--- src/rtl/dmem_port_arbiter.sv ---
// Data-memory port arbiter. It shares one DMEM port between the core MEM stage (c_*)
// and a debug/loader master (d_*). The core normally has priority. A debug master that
// has waited long enough wins once, and a debug lock holds the port for burst access.
// Out-of-window or misaligned accesses are granted with an error response, and they
// never reach memory.
module dmem_port_arbiter #(
  parameter logic [31:0] DMEM_BASE  = 32'h0000_1000,
  parameter int unsigned DMEM_WORDS = 1024,
  parameter int unsigned AW         = 10,
  parameter int unsigned MAX_WAIT   = 4
) (
  input  logic          clk,
  input  logic          rst_n,
  input  logic          c_req,
  input  logic          c_we,
  input  logic [31:0]   c_addr,
  input  logic [3:0]    c_be,
  input  logic [31:0]   c_wd,
  output logic          c_gnt,
  output logic          c_rvalid,
  output logic [31:0]   c_rdata,
  output logic          c_err,
  input  logic          d_req,
  input  logic          d_we,
  input  logic [31:0]   d_addr,
  input  logic [3:0]    d_be,
  input  logic [31:0]   d_wd,
  input  logic          d_lock,
  output logic          d_gnt,
  output logic          d_rvalid,
  output logic [31:0]   d_rdata,
  output logic          d_err,
  output logic          mem_en,
  output logic          mem_we,
  output logic [AW-1:0] mem_addr,
  output logic [3:0]    mem_be,
  output logic [31:0]   mem_wd,
  input  logic [31:0]   mem_rdata
);

  localparam int unsigned WW = $clog2(MAX_WAIT + 1);
  // The end of the window is computed in 33 bits so that a window ending at 4 GiB does not wrap.
  localparam logic [32:0] LIMIT = {1'b0, DMEM_BASE} + 33'(DMEM_WORDS) * 33'd4;

  typedef enum logic {NORMAL, LOCKED} state_t;

  state_t        state, state_nxt;
  logic [WW-1:0] wait_cnt;
  logic          rsp_c, rsp_d, rsp_err, rsp_rd;
  logic [31:0]   sel_addr;
  logic          sel_ok, any_gnt;

  function automatic logic in_range(input logic [31:0] a);
    return ({1'b0, a} >= {1'b0, DMEM_BASE}) && ({1'b0, a} < LIMIT) && (a[1:0] == 2'b00);
  endfunction

  // State register
  always_ff @(posedge clk) begin
    if (!rst_n) state <= NORMAL;
    else        state <= state_nxt;
  end

  // Next-state: lock on a locked debug grant, and release at the edge where d_lock falls
  always_comb begin
    state_nxt = state;
    unique case (state)
      NORMAL: if (d_gnt && d_lock) state_nxt = LOCKED;
      LOCKED: if (!d_lock)         state_nxt = NORMAL;
      default:                     state_nxt = NORMAL;
    endcase
  end

  // Grant selection: starved debug first, then core, then debug. Only debug is granted while locked.
  always_comb begin
    c_gnt = 1'b0;
    d_gnt = 1'b0;
    if (rst_n) begin
      if (state == LOCKED) begin
        d_gnt = d_req;
      end else if (d_req && wait_cnt == WW'(MAX_WAIT)) begin
        d_gnt = 1'b1;
      end else if (c_req) begin
        c_gnt = 1'b1;
      end else begin
        d_gnt = d_req;
      end
    end
  end

  // Debug starvation counter. It saturates at MAX_WAIT and is cleared when debug is served or idle.
  always_ff @(posedge clk) begin
    if (!rst_n)                                          wait_cnt <= '0;
    else if (!d_req || d_gnt)                            wait_cnt <= '0;
    else if (state == NORMAL && wait_cnt != WW'(MAX_WAIT)) wait_cnt <= wait_cnt + 1'b1;
  end

  // Memory-side mux. All fields are forced to zero unless an in-window access is granted.
  always_comb begin
    any_gnt  = c_gnt | d_gnt;
    sel_addr = d_gnt ? d_addr : c_addr;
    sel_ok   = in_range(sel_addr);
    mem_en   = any_gnt & sel_ok;
    mem_we   = 1'b0;
    mem_be   = '0;
    mem_wd   = '0;
    mem_addr = '0;
    if (mem_en) begin
      mem_we   = d_gnt ? d_we : c_we;
      mem_be   = d_gnt ? d_be : c_be;
      mem_wd   = d_gnt ? d_wd : c_wd;
      mem_addr = AW'((sel_addr - DMEM_BASE) >> 2);
    end
  end

  // Response tracking: the owner, error flag and read flag of last cycle's grant
  always_ff @(posedge clk) begin
    if (!rst_n) begin
      rsp_c   <= 1'b0;
      rsp_d   <= 1'b0;
      rsp_err <= 1'b0;
      rsp_rd  <= 1'b0;
    end else begin
      rsp_c   <= c_gnt;
      rsp_d   <= d_gnt;
      rsp_err <= any_gnt & ~sel_ok;
      rsp_rd  <= mem_en & ~mem_we;
    end
  end

  // Response routing. It is masked during reset so that a pending completion is dropped.
  always_comb begin
    c_rvalid = rst_n & rsp_c;
    d_rvalid = rst_n & rsp_d;
    c_err    = c_rvalid & rsp_err;
    d_err    = d_rvalid & rsp_err;
    c_rdata  = (c_rvalid && rsp_rd) ? mem_rdata : '0;
    d_rdata  = (d_rvalid && rsp_rd) ? mem_rdata : '0;
  end

endmodule

--- config.mk ---
export PLATFORM = sky130hd
export DESIGN_NAME = dmem_port_arbiter
export DESIGN_NICKNAME = d
export VERILOG_FILES = /design/src/rtl/dmem_port_arbiter.sv
export SDC_FILE = /design/constraint.sdc
export NUM_CORES = 1
export LEC_CHECK = 0
export CAP_MARGIN = 25
export CORE_AREA = 2 2 113 115
export DETAILED_ROUTE_END_ITERATION = 8
export DIE_AREA = 0 0 115 117
export SYNTH_ARGS = -nofsm -noshare
export SYNTH_HDL_FRONTEND = slang
export SYNTH_SLANG_ARGS = --single-unit
--- constraint.sdc ---
create_clock -name clk -period 3.3 [get_ports clk]
set_input_delay 0.66 -clock clk [delete_from_list [all_inputs] [get_ports clk]]
set_output_delay 0.66 -clock clk [all_outputs]
set_load 0.005 [all_outputs]
Word-level counts from Yosys, hierarchy flattened
Index checks and enable logic that the tools add are counted.
Operators by class
  bitwise gates (word level): 12
  equal/unequal tests: 2
  reductions and logical operators: 11
  multiplexer cells: 21
  $add $sub $neg: 2
  $lt $le $gt $ge: 2
Operators with widths (count)
  $mux W32: 5
  $ge A32 B13 Y1 const B: 1
  $lt A32 B14 Y1 const B: 1
  $mux W1: 12
  $sub A12 B1 Y12 const B: 1
  $mux W10: 1
  $mux W4: 2
  $and A1 B1 Y1: 7
  $logic_and A1 B1 Y1: 7
  $not A1 Y1: 4
  $add A3 B1 Y3 const B: 1
  $eq A3 B3 Y1 const B: 1
  $ne A3 B3 Y1 const B: 1
  $logic_not A2 Y1: 1
  $pmux W1 S2: 1
  $reduce_or A2 Y1: 1
  $logic_not A1 Y1: 1
  $logic_or A1 B1 Y1: 1
  $or A1 B1 Y1: 1
Storage, ports and cells
  register bits after elaboration: 8

Logic depth before layout (Yosys ltp)
Gate-level depths: netlist of run 1.
  depth after elaboration: 13
  gate-level depth with buffers: 10

Worst setup path after synthesis of run 1
OpenSTA, ideal clock, no wires.
  path kind: input port to output port
  from: in d_addr[15]
  to: out mem_addr[0]
  buffers on the path: 1
  required time: 2.640 ns
  data arrival time: 1.767 ns
  stages: 5
  path slack: 0.873 ns
  cells stage by stage: nor4b_1 and4_1 nand4_4 buf_6 a221oi_2
On the way
  word-level cells in the longest chain between the ends: 6
Ends and longest elaborated chain
  start, declared: line 25  | input logic [31:0] d_addr,
  $mux W32 *: line 100  | sel_addr = d_gnt ? d_addr : c_addr;
  $ge A32 B13 Y1 or $lt A32 B14 Y1 (tied branches): line 54  | return ({1'b0, a} >= {1'b0, DMEM_BASE}) && ({1'b0, a} < LIMIT) && (a[1:0] == 2'b00);
  $logic_and A1 B1 Y1 * (2 in series): line 54
  $and A1 B1 Y1 *: line 102  | mem_en = any_gnt & sel_ok;
  $mux W10 *: line 107  | if (mem_en) begin
  end, declared: line 35  | output logic [AW-1:0] mem_addr,
Mark *: on every way between the ends. The rest lies on a longest branch, timed or not.

Final worst setup path of run 1
  from: in d_addr[16]
  to: out mem_wd[8]
On the way
  word-level cells in the longest chain between the ends: 6
Ends and longest elaborated chain
  $mux W32 *: line 100
  $ge A32 B13 Y1 or $lt A32 B14 Y1 (tied branches): line 54
  $logic_and A1 B1 Y1 * (2 in series): line 54
  $and A1 B1 Y1 *: line 102
  $mux W32 *: line 107
  end, declared: line 37  | output logic [31:0] mem_wd,
Marked as above.

==> flow_summary.yaml, run 1 <==
status:
  status: "finished clean"
critical_path:
  critPathArrivalTime_ns: 2.57
  startpoint_type: "primary input"
  cp-end-kind: "output port"
  rr_worst_depth: 7
  worstPathMaxFanout: 25
  path_class: "primary input to output port"
  crit_required_ns: 2.64
route:
  wl_per_cell_um: 16.3
  drt-initial-drc-count: 115
  vias_per_cell: 4.58
  ant_nets: 0
  via_count: 3351
  drc_errors: 0
  drt-total-wl_mm: 12.0
  drt_first_pass_iters: 4
place:
  finalWeightedCongestion: 0.845
  hpwl_mm: 10.1
  port_buffers: 292
  dp.cells: 727
clock_network:
  cts_buffers: 3
  clk_pin_slew_ns: 0.04
  clk_latency_ns: 0.23
  cts_max_path_buffers: 2
  cts.sinks: 8
  cts_tree: "built"
  clockRootBuffer: "clkbuf_16"
  htree_num_levels: 1
global_routing:
  antenna_found_initial: 0
  overflow: 0
  grt_use_met2: 0.312
  grt.busiest_layer: "met2"
  grt_pass1_wl_mm: 17.3
  grt_max_degree: 33
  grt_pass1_vias: 3324
  gr-usage-met3: 0.0355
  grtUsageTotal: 0.163
  use_met1: 0.183
layout:
  drive_gt1_frac: 0.208
  fin_nets: 761
  n_antenna_cell: 0
  utilization: 0.435
  area_growth_pct: 149
  stdcell_count: 732
floorplan:
  start_util: 0.175
  io_pins: 293
  die_x_um: 115
  core_area_mm2: 0.0123
  die_h_um: 117
  die_area_mm2: 0.0135
  rows: 41
power:
  p_per_area_mw_per_mm2: 120
  switching_share: 0.258
  leakage_uw: 0.00203
  p_clk_frac: 0.313
  power_switching_uw: 166
  comb_power_share: 0.528
  p_int_uw: 478
  seq_power_share: 0.159
  peakVddDrop_mv: 0.174
sta:
  period_minus_slack_ns: 3.23
  finalCritPeriodShare: 0.977
  rsz0062_at_grt: "yes"
  hold_violations: 0
  tightest_slew_ns: 0.398
  slew_viol_final: 0
  whs_ns: 0.460
  slew-limit-headroom: 0.734
  clock.fmax_mhz: 310
  finalSetupViolCount: 0
  clock_skew_ns: 0.00289
hold_path:
  hold_depth: 1
  worstHoldPathType: "register to register"
logic_synthesis:
  syn_area_mm2: 0.00215
  synth-seq-area-share: 0.0745
  synthCells: 296
  synth-seq-cells: 8
  postSynthAreaPerCell_um2: 7.27
  synth_edf_count: 0
  synth_ff_type: "dfxtp_1"
  yosysWarnings: 0
  ys_types: 30
  synth_nets: 473
  ys_async_sr_fraction: 0
job:
  drv_cap: 0
[power groups by stage]
stage	logic, µW	registers [µW]	clock network (µW)
final	340	102	201
after global routing	366	103	213
after CTS	343	102	206
after detailed placement	338	104	0
after global placement	335	104	0
after floorplan	83.1	103	0
[Yosys cell counts (3+ instances only)]
| library cell | n | area, µm² |
|---|---|---|
| a21oi_1 | 4 | 20.0 |
| a221oi_2 | 47 | 706 |
| and2_1 | 66 | 413 |
| and3_1 | 4 | 25.0 |
| buf_2 | 9 | 45.0 |
| buf_6 | 7 | 78.8 |
| clkbuf_1 | 14 | 52.6 |
| dfxtp_1 | 8 | 160 |
| inv_1 | 3 | 11.3 |
| nand2_1 | 98 | 368 |
| nor2_1 | 4 | 15.0 |
| nor4_1 | 8 | 50.1 |
[per-layer routing]
metal | up-vias | part of all wire | wire, µm
li1 | 1626 | - | -
met1 | 1518 | 0.37 | 4420
met2 | 199 | 0.53 | 6290
met3 | 8 | 0.090 | 1070
met4 | 0 | 0.014 | 166
met5 | - | 0 | 0
[cell families after synthesis]
| family | Yosys count | synth area share |
|---|---|---|
| compound gates | 56 | 0.355 |
| fa+ha+maj | 2 | 0.0116 |
| buf+inv | 38 | 0.102 |
| flops | 8 | 0.0745 |
| mux | 1 | 0.00524 |
| simple gates | 191 | 0.452 |
[registers in the layout, summed over array words and instances, names as in the netlist]
signal    count
rsp_c         1
rsp_err       1
rsp_d         1
rsp_rd        1
state         1
wait_cnt      3
[worst max-delay path, stage by stage]
cell and delay (ns):
clkdlybuf4s50_1 0.42, nor4_2 0.31, and4_4 0.29, nand4_4 0.13
buf_12 0.21, a221oi_2 0.28, dlygate4sd2_1 0.27
[layout by cell type (no fill, tap or decap), types with 2 or more instances in the layout]
master,n
a221oi_4,3
nand2_1,98
and2_1,66
clkdlybuf4s15_1,11
a221oi_2,44
dfxtp_1,8
clkbuf_2,33
ha_1,2
a31oi_1,2
a21oi_1,4
nor2_1,4
buf_12,8
inv_1,3
nand4_1,2
clkbuf_16,3
clkdlybuf4s50_1,244
nor4_1,5
dlygate4sd2_1,3
buf_6,2
nor4_2,3
and3_1,4
buf_4,13
[repair_timing]
item	CTS	global route
hold endpoints to repair	0	0
buffers inserted	1	0
hold buffers	0	0
pin swaps	3	4
gates resized for setup	64	75
cloned	1	0
endpoints found under the setup margin	48	47
[final timing paths]
| check | from | end | slack (ns) |
|---|---|---|---|
| hold reg to reg | wait_cnt[0] | wait_cnt[0] | 0.46 |
| hold / removal | wait_cnt[0] | wait_cnt[0] | 0.46 |
| setup reg to reg | wait_cnt[0] | rsp_rd | 1.52 |
| setup / recovery | d_addr[16] | mem_wd[8] | 0.07 |
[final cells by class]
cell class	instances	area (µm²)
well taps	150	188
repair buffers	316	3060
multi-input cells	250	1850
flip-flops and latches	8	160
fillers	1285	6960
inverters	5	20.0
clock buffers	3	75.1
[per-stage QoR]
stage	setup TNS, ns	power (µW)	area (µm²)	worst slack (ns)
4_1_cts	0	651	5440	0.00330
3_3_place_gp	-15.51	439	5340	-0.396
3_5_place_dp	-14.54	442	5340	-0.366
5_1_grt	-0.161	682	5350	-0.0538
6_report	0	644	5350	0.0745
2_1_floorplan	0	186	2150	0.873
(Power assumes the default switching activity.)
==> run 2, diff against run 1 <==
--- a/config.mk
+++ b/config.mk
@@ -9,6 +9,7 @@
 export CORE_AREA = 2 2 113 115
 export DETAILED_ROUTE_END_ITERATION = 8
 export DIE_AREA = 0 0 115 117
+export HOLD_SLACK_MARGIN = 0.08
 export SYNTH_ARGS = -nofsm -noshare
 export SYNTH_HDL_FRONTEND = slang
 export SYNTH_SLANG_ARGS = --single-unit
==> results of run 2 <==
No change in the layout: final DEF, timing and power equal those of run 1.
